<file path="src/rtl/conv_8_32_if.sv">
// Byte-in / word-out bundle for the conv_8_32 packer.
// The master side drives bytes; the slave side (the packer) returns assembled words and status.
interface conv_8_32_if;
   logic [7:0]  in_data8;
   logic        in8;
   logic [31:0] out_data32;
   logic        out32;
   logic        busy;
   logic        gap_err;

   modport master (
      output in_data8, in8,
      input  out_data32, out32, busy, gap_err
   );

   modport slave (
      input  in_data8, in8,
      output out_data32, out32, busy, gap_err
   );
endinterface

</file>
<file path="src/rtl/conv_8_32.sv">
// Packs a qualified 8-bit byte stream into 32-bit words, emitting a one-cycle out32 per word.
// Optional partial-word timeout is enabled by defining CONV_8_32_GAP_ABORT_EN.
module conv_8_32 #(
   parameter int MSB_FIRST = 1,
   parameter int GAP_MAX   = 8
) (
   input logic        clk,
   input logic        reset,
   conv_8_32_if.slave bus
);

   typedef enum logic {IDLE, ACCUM} state_t;

   state_t      state;
   logic [1:0]  cnt;
   logic [31:0] shift_reg;
   logic [31:0] word_next;
   logic [31:0] out_word;
   logic        out_vld;
   logic        busy_r;
   logic [4:0]  slot_pos;

   if (GAP_MAX < 1 || GAP_MAX > 255) begin : g_bad_gap_max
      $error("conv_8_32: GAP_MAX must be in 1..255");
   end

   // Merge the incoming byte into its slot; on the 4th byte this becomes the finished word.
   always_comb begin
      slot_pos  = (MSB_FIRST != 0) ? (5'd24 - {cnt, 3'b000}) : {cnt, 3'b000};
      word_next = shift_reg;
      word_next[slot_pos +: 8] = bus.in_data8;
   end

`ifdef CONV_8_32_GAP_ABORT_EN
   localparam logic [7:0] GAP_LAST = 8'(GAP_MAX - 1);
   logic [7:0] gap_cnt;
   logic       gap_err_r;
`endif

   always_ff @(posedge clk) begin
      if (reset) begin
         state     <= IDLE;
         cnt       <= 2'd0;
         shift_reg <= 32'h0;
         out_word  <= 32'h0;
         out_vld   <= 1'b0;
         busy_r    <= 1'b0;
`ifdef CONV_8_32_GAP_ABORT_EN
         gap_cnt   <= 8'd0;
         gap_err_r <= 1'b0;
`endif
      end else begin
         out_vld <= 1'b0;
`ifdef CONV_8_32_GAP_ABORT_EN
         gap_err_r <= 1'b0;
`endif
         if (bus.in8) begin
`ifdef CONV_8_32_GAP_ABORT_EN
            gap_cnt <= 8'd0;
`endif
            if (cnt == 2'd3) begin
               // Finished word goes straight to the output register, so the next
               // word can start assembling without disturbing the presented one.
               out_word  <= word_next;
               out_vld   <= 1'b1;
               shift_reg <= 32'h0;
               cnt       <= 2'd0;
               state     <= IDLE;
               busy_r    <= 1'b0;
            end else begin
               shift_reg <= word_next;
               cnt       <= cnt + 2'd1;
               state     <= ACCUM;
               busy_r    <= 1'b1;
            end
         end
`ifdef CONV_8_32_GAP_ABORT_EN
         else if (state == ACCUM) begin
            if (gap_cnt == GAP_LAST) begin
               shift_reg <= 32'h0;
               cnt       <= 2'd0;
               state     <= IDLE;
               busy_r    <= 1'b0;
               gap_cnt   <= 8'd0;
               gap_err_r <= 1'b1;
            end else begin
               gap_cnt <= gap_cnt + 8'd1;
            end
         end
`endif
      end
   end

   assign bus.out_data32 = out_word;
   assign bus.out32      = out_vld;
   assign bus.busy       = busy_r;
`ifdef CONV_8_32_GAP_ABORT_EN
   assign bus.gap_err    = gap_err_r;
`else
   assign bus.gap_err    = 1'b0;
`endif

endmodule

</file>
<file path="src/flat_wrapper.sv">
// flat-port wrapper written by rule: the top's interface ports become plain ports
module conv_8_32_flat 
#(
   parameter int MSB_FIRST = 1,
   parameter int GAP_MAX   = 8
)
  (clk, reset, bus_in_data8, bus_in8, bus_out_data32, bus_out32, bus_busy, bus_gap_err);
  conv_8_32_if bus_i ();
  input logic clk;
  input logic reset;
  input wire logic [$bits(bus_i.in_data8)-1:0] bus_in_data8;
  input wire logic [$bits(bus_i.in8)-1:0] bus_in8;
  output wire logic [$bits(bus_i.out_data32)-1:0] bus_out_data32;
  output wire logic [$bits(bus_i.out32)-1:0] bus_out32;
  output wire logic [$bits(bus_i.busy)-1:0] bus_busy;
  output wire logic [$bits(bus_i.gap_err)-1:0] bus_gap_err;
  assign bus_i.in_data8 = bus_in_data8;
  assign bus_i.in8 = bus_in8;
  assign bus_out_data32 = bus_i.out_data32;
  assign bus_out32 = bus_i.out32;
  assign bus_busy = bus_i.busy;
  assign bus_gap_err = bus_i.gap_err;
  conv_8_32 #(.MSB_FIRST(MSB_FIRST), .GAP_MAX(GAP_MAX)) u_core (.clk(clk), .reset(reset), .bus(bus_i));
endmodule
</file>
<file path="config.mk">
export PLATFORM = sky130hd
export DESIGN_NAME = conv_8_32_flat
export DESIGN_NICKNAME = d
export VERILOG_FILES = /design/src/rtl/conv_8_32_if.sv /design/src/rtl/conv_8_32.sv /design/src/flat_wrapper.sv
export SDC_FILE = /design/constraint.sdc
export NUM_CORES = 1
export LEC_CHECK = 0
export BUFFER_PORTS_ARGS = -buffer_cell sky130_fd_sc_hd__buf_2
export CORE_ASPECT_RATIO = 0.9
export CORE_MARGIN = 5
export CORE_UTILIZATION = 47
export DETAILED_ROUTE_END_ITERATION = 10
export GPL_ROUTABILITY_DRIVEN = 0
export PLACE_DENSITY = 0.74
export SYNTH_ARGS = -nofsm -noshare
export SYNTH_HDL_FRONTEND = slang
export SYNTH_SLANG_ARGS = --single-unit
</file>
<file path="constraint.sdc">
create_clock -name clk -period 1.55 [get_ports clk]
set_input_delay 0 -clock clk [delete_from_list [all_inputs] [get_ports clk]]
set_output_delay 0 -clock clk [all_outputs]
set_load 0.01 [all_outputs]
</file>
Yosys cells after proc, flatten, opt, wreduce, memory -nomap -nowiden
Cells that the tools add are included.

operators by class
  shift operators = 2
  equality and inequality tests = 1
  mux-type cells = 5
  reductions and logical operators = 2
  add/subtract/negate cells = 3
  bitwise operators = 1

operators with widths
  operator                                               number
  bitwise mux 32 bit                                     1
  2-to-1 mux 32 bit                                      1
  variable shift 8 x 7 -> 32 bit (first input constant)  1
  indexed part select 8 x 7 -> 32 bit                    1
  negation 5 -> 7 bit                                    1
  subtractor 5 bit (first input constant)                1
  adder 2 x 1 -> 2 bit (second input constant)           1
  == test 2 bit (second input constant)                  1
  2-to-1 mux 1 bit                                       2
  2-to-1 mux 2 bit                                       1
  AND reduction 2 bit                                    1
  OR reduction 2 bit                                     1
  NOT 1 bit                                              1

word-level totals
  bits in registers = 68
  output and inout bits = 35
  input bits = 11
  word-level logic and storage cells = 19

Depth between registers and ports, before layout
Gate-level depths: netlist (run 1).

  depth in word-level cells = 5
  mapped depth = 6
  mapped depth without buffers = 5

Worst setup path before layout (run 1)
Ideal clock, no wire load.

  kind = reg-to-reg
  start = register u_core.cnt[0]
  end = register u_core.shift_reg[24]
  buffers on the path = 1
  required time = 1433 ps
  clock period less this slack = 1652 ps
  library setup time = 117 ps
  stages on the path, launching flop included = 6
  arrival = 1536 ps
  setup slack = -102 ps
  cell sequence = dfxtp_1 inv_1 ha_1 and4b_1 buf_4 a22o_1

on the way
  word-level cells in the longest chain between the ends = 5
  elaborated cells between the ends (all ways) = 7
  those cells by class = 2 x add/sub; 1 x eq/ne; 2 x shift; 2 x mux

RTL lines
  item                                                                                   line             RTL
  from (decl)                                                                            conv_8_32.sv:15  logic [1:0] cnt;
  from (signal assigned)                                                                 conv_8_32.sv:72  cnt <= cnt + 2'd1;
  subtractor 5 bit                                                                       conv_8_32.sv:29  slot_pos = (MSB_FIRST != 0) ? (5'd24 - {cnt, 3'b000}) : {cnt, 3'b000};
  negation 5 -> 7 bit                                                                    conv_8_32.sv:31  word_next[slot_pos +: 8] = bus.in_data8;
  indexed part select 8 x 7 -> 32 bit or variable shift 8 x 7 -> 32 bit (tied branches)  conv_8_32.sv:31
  bitwise mux 32 bit                                                                     conv_8_32.sv:31
  2-to-1 mux 32 bit *                                                                    conv_8_32.sv:61  if (cnt == 2'd3) begin
  to (signal assigned)                                                                   conv_8_32.sv:71  shift_reg <= word_next;
  to (decl)                                                                              conv_8_32.sv:16  logic [31:0] shift_reg;

Mark *: on every way between the ends. The rest lies on a longest branch, timed or not.
A chain may end at the register's enable or synchronous reset.

Final worst setup path (run 1)
  start = register u_core.cnt[0]
  end = register u_core.shift_reg[29]

Same word-level chain as after synthesis.

==> flow_summary.ini, run 1 <==
[run_status]
status = finished clean

[timing]
setup-violations-final = 0
clock.fmax_mhz = 648
period_needed_ns = 1.54
hold_viol_final = 0
rsz0062_at_grt = true
slew_violations = 0
skew_ns = 0.00414
tightest_slew_ns = 0.542
slew_headroom = 0.636
period_share = 0.996

[synth]
ys.flop_type = dfxtp_1
ys_seq_area_frac = 0.580
synth_common_cells = 60 x dfxtp_1, 40 x a22o_1, 12 x nor2_1
synthTopCellsByArea = dfxtp_1 58%, a22o_1 17%, a32oi_1 3.4%
synth_seq_cells = 60
synth_area_um2 = 2070
syn_avg_cell_area_um2 = 11.4
yosysWarnings = 0
yosysMostFrequentCell = dfxtp_1
yosysTopAreaCell = dfxtp_1
async_flop_share = 0
netlist_instances = 182
ys_types = 24
synth_nets = 198
synth_edf_count = 0
yosysTopAreaCellShare = 0.580

[setup_path]
arrival_ns = 1.78
endpoint_kind = flop
required_ns = 1.78
r2r_slack_ns = 0.007
reg2reg_to = u_core.shift_reg[29]$_SDFFE_PP0P_
crit_fanout = 8
r2r_start = u_core.cnt[0]$_SDFFE_PP0P_
r2r.worst_path.cells = 4
crit_type = flop to flop
critPathLaunchType = flop

[route]
via_per_inst = 5.38
firstDrtPassIters = 4
drt.antenna.violating_nets = 0
routed_wl_mm = 4.97
drt-initial-drc-count = 163
remaining_drc_errors = 0
wire_per_inst_um = 16.0
vias = 1667

[global_route]
grt_usage = 0.185
grt_pass1_wl_mm = 8.00
gr-total-overflow = 0
antenna_found_initial = 0
grt_max_degree = 29
grt_pass1_vias = 1631

[final_layout]
fin_nets = 262
drive_gt1_frac = 0.332
fillers = 338
antennaDiodeCount = 0
area_growth_pct = 29.7
fin_util = 0.646
largest_register_ffs = 32
final_area_um2 = 2690

[placement]
io_buffers = 44
dpl_cell_area_um2 = 2420
dp.final_hpwl_mm = 3.35

[hold_path]
hold_class = primary input to flop
min-delay-start = reset
hold_path_depth = 2
hold_end = u_core.shift_reg[14]$_SDFFE_PP0P_

[clock_tree]
root_buffer = clkbuf_8
cts.sinks = 60
cts_buffer_depth = 2
cts_tree = yes
clk_pin_slew_ns = 0.06
cts_max_level = 3
cts_buffers = 9
clock_latency_ns = 0.34

[floorplanning]
num_io_pins = 46
fp.dieArea_um2 = 5830
die_x_um = 79.9
core_area_um2 = 4160
start_util = 0.498
rows = 22
dieHeight_um = 73.0

[flow_run]
cap_viol_max_count = 0

[power_and_ir_drop]
leakage_uw = 0.00120
p_per_area_nw_per_um2 = 1130
ir_drop_uv = 689
timing repair:
action,in CTS,in global routing
setup endpoints to repair,19,39
hold buffers,8,0
gates resized for setup,5,1
buffers inserted,0,0
endpoints found under the hold margin,23,0
layout make-up:
| type | instances | area (um^2) | share of cell area |
|---|---|---|---|
| multi-input combinational | 110 | 822 | 0.306 |
| inverter | 2 | 7.51 | 0.00280 |
| clock inverter | 2 | 10.0 | 0.00373 |
| timing repair buffer | 63 | 408 | 0.152 |
| tap | 60 | 75.1 | 0.0280 |
| clock buffer | 13 | 159 | 0.0592 |
| sequential | 60 | 1200 | 0.448 |
worst max-delay path, cell delays in order (launching register included):
cell     delay (ns)
dfxtp_2        0.39
inv_1          0.10
ha_2           0.39
and4b_2        0.31
a22o_1         0.24
cell families after synthesis:
group	count (synthesis)	synth area share
buffers and inverters	12	0.0284
adder cells (fa/ha/maj)	5	0.0302
AO/OA/AOI/OAI	61	0.241
multiplexers	2	0.00967
flip-flops	60	0.580
AND/OR/NAND/NOR	41	0.109
other	1	0.00181
routing by layer:
metal	up-vias	global-route usage	routed length, um
li1	806	-	-
met1	805	0.232	2360
met2	49	0.278	2180
met3	7	0.0889	373
met4	0	0.0619	64
met5	-	0	0
report_power, final:
group / switching (uW) / internal (uW) / leakage, uW
clock: 562 / 653 / 0.0000893
sequential: 19.0 / 1570 / 0.000485
combinational: 133 / 95.9 / 0.000622
cell usage in the layout (no fill, tap or decap), types with 8 or more instances in the layout:
master,count
a22o_1,40
a32oi_1,8
buf_2,44
buf_4,9
clkbuf_8,11
dfxtp_1,58
dlygate4sd3_1,8
nand2_1,9
nand3_1,8
nor2_1,11
o21ai_1,9
through the flow:
step | hold slack, ns | std cells | TNS (ns) | power, uW | worst slack (ns)
2_1_floorplan | 0.126 | 182 | 0 | 1750 | 0.00553
3_3_place_gp | 0.296 | 287 | -0.00189 | 1820 | -0.00189
3_5_place_dp | 0.296 | 287 | -0.113 | 1830 | -0.0155
4_1_cts | 0.00305 | 310 | 0 | 3060 | 0.00302
5_1_grt | 0.0235 | 310 | -1.13 | 3150 | -0.0659
6_report | 0.0212 | 310 | 0 | 3030 | 0.00669
how the worst max path moves through the flow:
stage	from	end	slack, ns	depth (start not counted)
final	u_core.cnt[0]$_SDFFE_PP0P_	u_core.shift_reg[29]$_SDFFE_PP0P_	0.007	4
after CTS	u_core.cnt[1]$_SDFFE_PP0P_	u_core.shift_reg[25]$_SDFFE_PP0P_	0.003	4
after global placement	u_core.cnt[0]$_SDFFE_PP0P_	u_core.shift_reg[16]$_SDFFE_PP0P_	-0.002	4
after floorplan	u_core.cnt[0]$_SDFFE_PP0P_	u_core.shift_reg[24]$_SDFFE_PP0P_	0.006	5
after global routing	u_core.cnt[0]$_SDFFE_PP0P_	u_core.shift_reg[13]$_SDFFE_PP0P_	-0.07	5
after detailed placement	u_core.cnt[0]$_SDFFE_PP0P_	u_core.shift_reg[17]$_SDFFE_PP0P_	-0.02	4
Note: power is estimated with default switching activity, not from simulation.
==> run 2: changes to the inputs <==
--- a/config.mk
+++ b/config.mk
@@ -11,6 +11,7 @@
 export CORE_UTILIZATION = 47
 export DETAILED_ROUTE_END_ITERATION = 10
 export GPL_ROUTABILITY_DRIVEN = 0
+export HOLD_SLACK_MARGIN = 0.03
 export PLACE_DENSITY = 0.74
 export SYNTH_ARGS = -nofsm -noshare
 export SYNTH_HDL_FRONTEND = slang
==> flow_summary.ini, run 2 (same netlist as run 1, synthesis figures left out) <==
[run_status]
status = finished clean

[floorplanning]
start_util = 0.498
die_x_um = 79.9
dieHeight_um = 73.0
rows = 22
num_io_pins = 46
fp.dieArea_um2 = 5830
core_area_um2 = 4160

[global_route]
grt_pass1_vias = 1633
grt_pass1_wl_mm = 8.00
grt_max_degree = 29
grt_usage = 0.185
antenna_found_initial = 0
gr-total-overflow = 0

[final_layout]
final_cell_mix = 58 x dfxtp_1, 44 x buf_2, 40 x a22o_1
final_common_cell = dfxtp_1
fin_nets = 263
final_area_um2 = 2700
antennaDiodeCount = 0
largest_register_ffs = 32
fin_util = 0.648
area_growth_pct = 30.2
drive_gt1_frac = 0.331

[setup_path]
arrival_ns = 1.78
worstPathCellList = inv_1, ha_2, and4b_2, a22o_1
required_ns = 1.78
crit_fanout = 8
endpoint_kind = flop
crit_buf_inv = 1
crit_type = flop to flop
cpPeakStageDelay_ns = 0.39
crit_family = flip-flops
critPathLaunchType = flop
cp_slowest_cell = dfxtp_2

[power_and_ir_drop]
leakage_uw = 0.00120
internal-power_uw = 2320
switching_power_uw = 716
pwr-share-clk = 0.401
swShare = 0.236
power_frac_seq = 0.523
p_per_area_nw_per_um2 = 1130
pwr-share-comb = 0.076
ir_drop_uv = 685

[clock_tree]
clk_pin_slew_ns = 0.06
cts_max_level = 3
cts_buffers = 9
cts.sinks = 60
root_buffer = clkbuf_8
cts_tree = yes
clock_latency_ns = 0.34
cts_buffer_depth = 2
cts_setup_buffers = 0

[placement]
dpl_cell_area_um2 = 2420
dp_slack_ns = -0.0155
dp.final_hpwl_mm = 3.35
io_buffers = 44

[flow_run]
cap_viol_max_count = 0

[timing]
slew_violations = 0
period_share = 0.998
skew_ns = 0.00597
period_needed_ns = 1.55
hold_viol_final = 0
whs_ns = 0.101
slew_headroom = 0.647
fin_tns_setup_ns = 0
setup-violations-final = 0
clock.fmax_mhz = 647
tightest_slew_ns = 0.526
fin_ws_ns = 0.00346
rsz0062_at_grt = true

[route]
drt-initial-drc-count = 118
via_per_inst = 5.35
remaining_drc_errors = 0
wire_per_inst_um = 16.0
firstDrtPassIters = 4
vias = 1665
routed_wl_mm = 4.97
drt.antenna.violating_nets = 0

[hold_path]
hold_class = primary input to flop
-- run 2: changes by cell type in the layout (fill, tap and decap cells not counted) --
cell	change
dlygate4sd3_1	+1
-- run 2: timing repair --
action / CTS / global route
gates cloned: 0 / 0
setup endpoints to repair: 19 / 39
gates resized for setup: 5 / 1
pin swaps: 0 / 0
endpoints found under the hold margin: 34 / 0
hold buffers: 9 / 0
-- run 2: path summary, 6_finish.rpt --
path,start,end,slack [ns],cells after the start
max,u_core.cnt[0]$_SDFFE_PP0P_,u_core.shift_reg[29]$_SDFFE_PP0P_,0.003,4
min,bus_in8,u_core.cnt[0]$_SDFFE_PP0P_,0.10,3
max reg2reg,u_core.cnt[0]$_SDFFE_PP0P_,u_core.shift_reg[29]$_SDFFE_PP0P_,0.003,4
min reg2reg,u_core.shift_reg[19]$_SDFFE_PP0P_,u_core.shift_reg[19]$_SDFFE_PP0P_,0.46,2
-- run 2: final cells by class --
cell class | count | area (um^2)
clock buffer | 13 | 159
clock inverter | 2 | 10.0
fill | 338 | 1460
inverter | 2 | 7.51
multi-input combinational | 110 | 822
sequential | 60 | 1200
tap | 60 | 75.1
timing repair buffer | 64 | 418
-- run 2: metal layers --
metal  global-route usage  vias up  part of all wire
li1                     -      806                 -
met1                0.232      804              0.47
met2                0.278       49              0.44
met3               0.0889        6             0.078
met4               0.0619        0             0.010
met5                    0        -                 0
-- run 2: power groups by stage --
stage	Clock, uW	Sequential [uW]	Combinational [uW]
floorplan	0	1620	127
global placement	0	1620	201
detailed placement	0	1620	206
CTS	1250	1590	230
global route	1320	1590	250
finish	1220	1590	231
-- run 2: worst min-delay path, stage by stage --
cell and delay, ns:
buf_2 0.19, mux2i_1 0.14, nor2_1 0.07
-- run 2: through the flow --
| stage | instances | total power [uW] |
|---|---|---|
| floorplan | 182 | 1750 |
| global placement | 287 | 1820 |
| detailed placement | 287 | 1830 |
| CTS | 311 | 3060 |
| global route | 311 | 3160 |
| finish | 311 | 3040 |
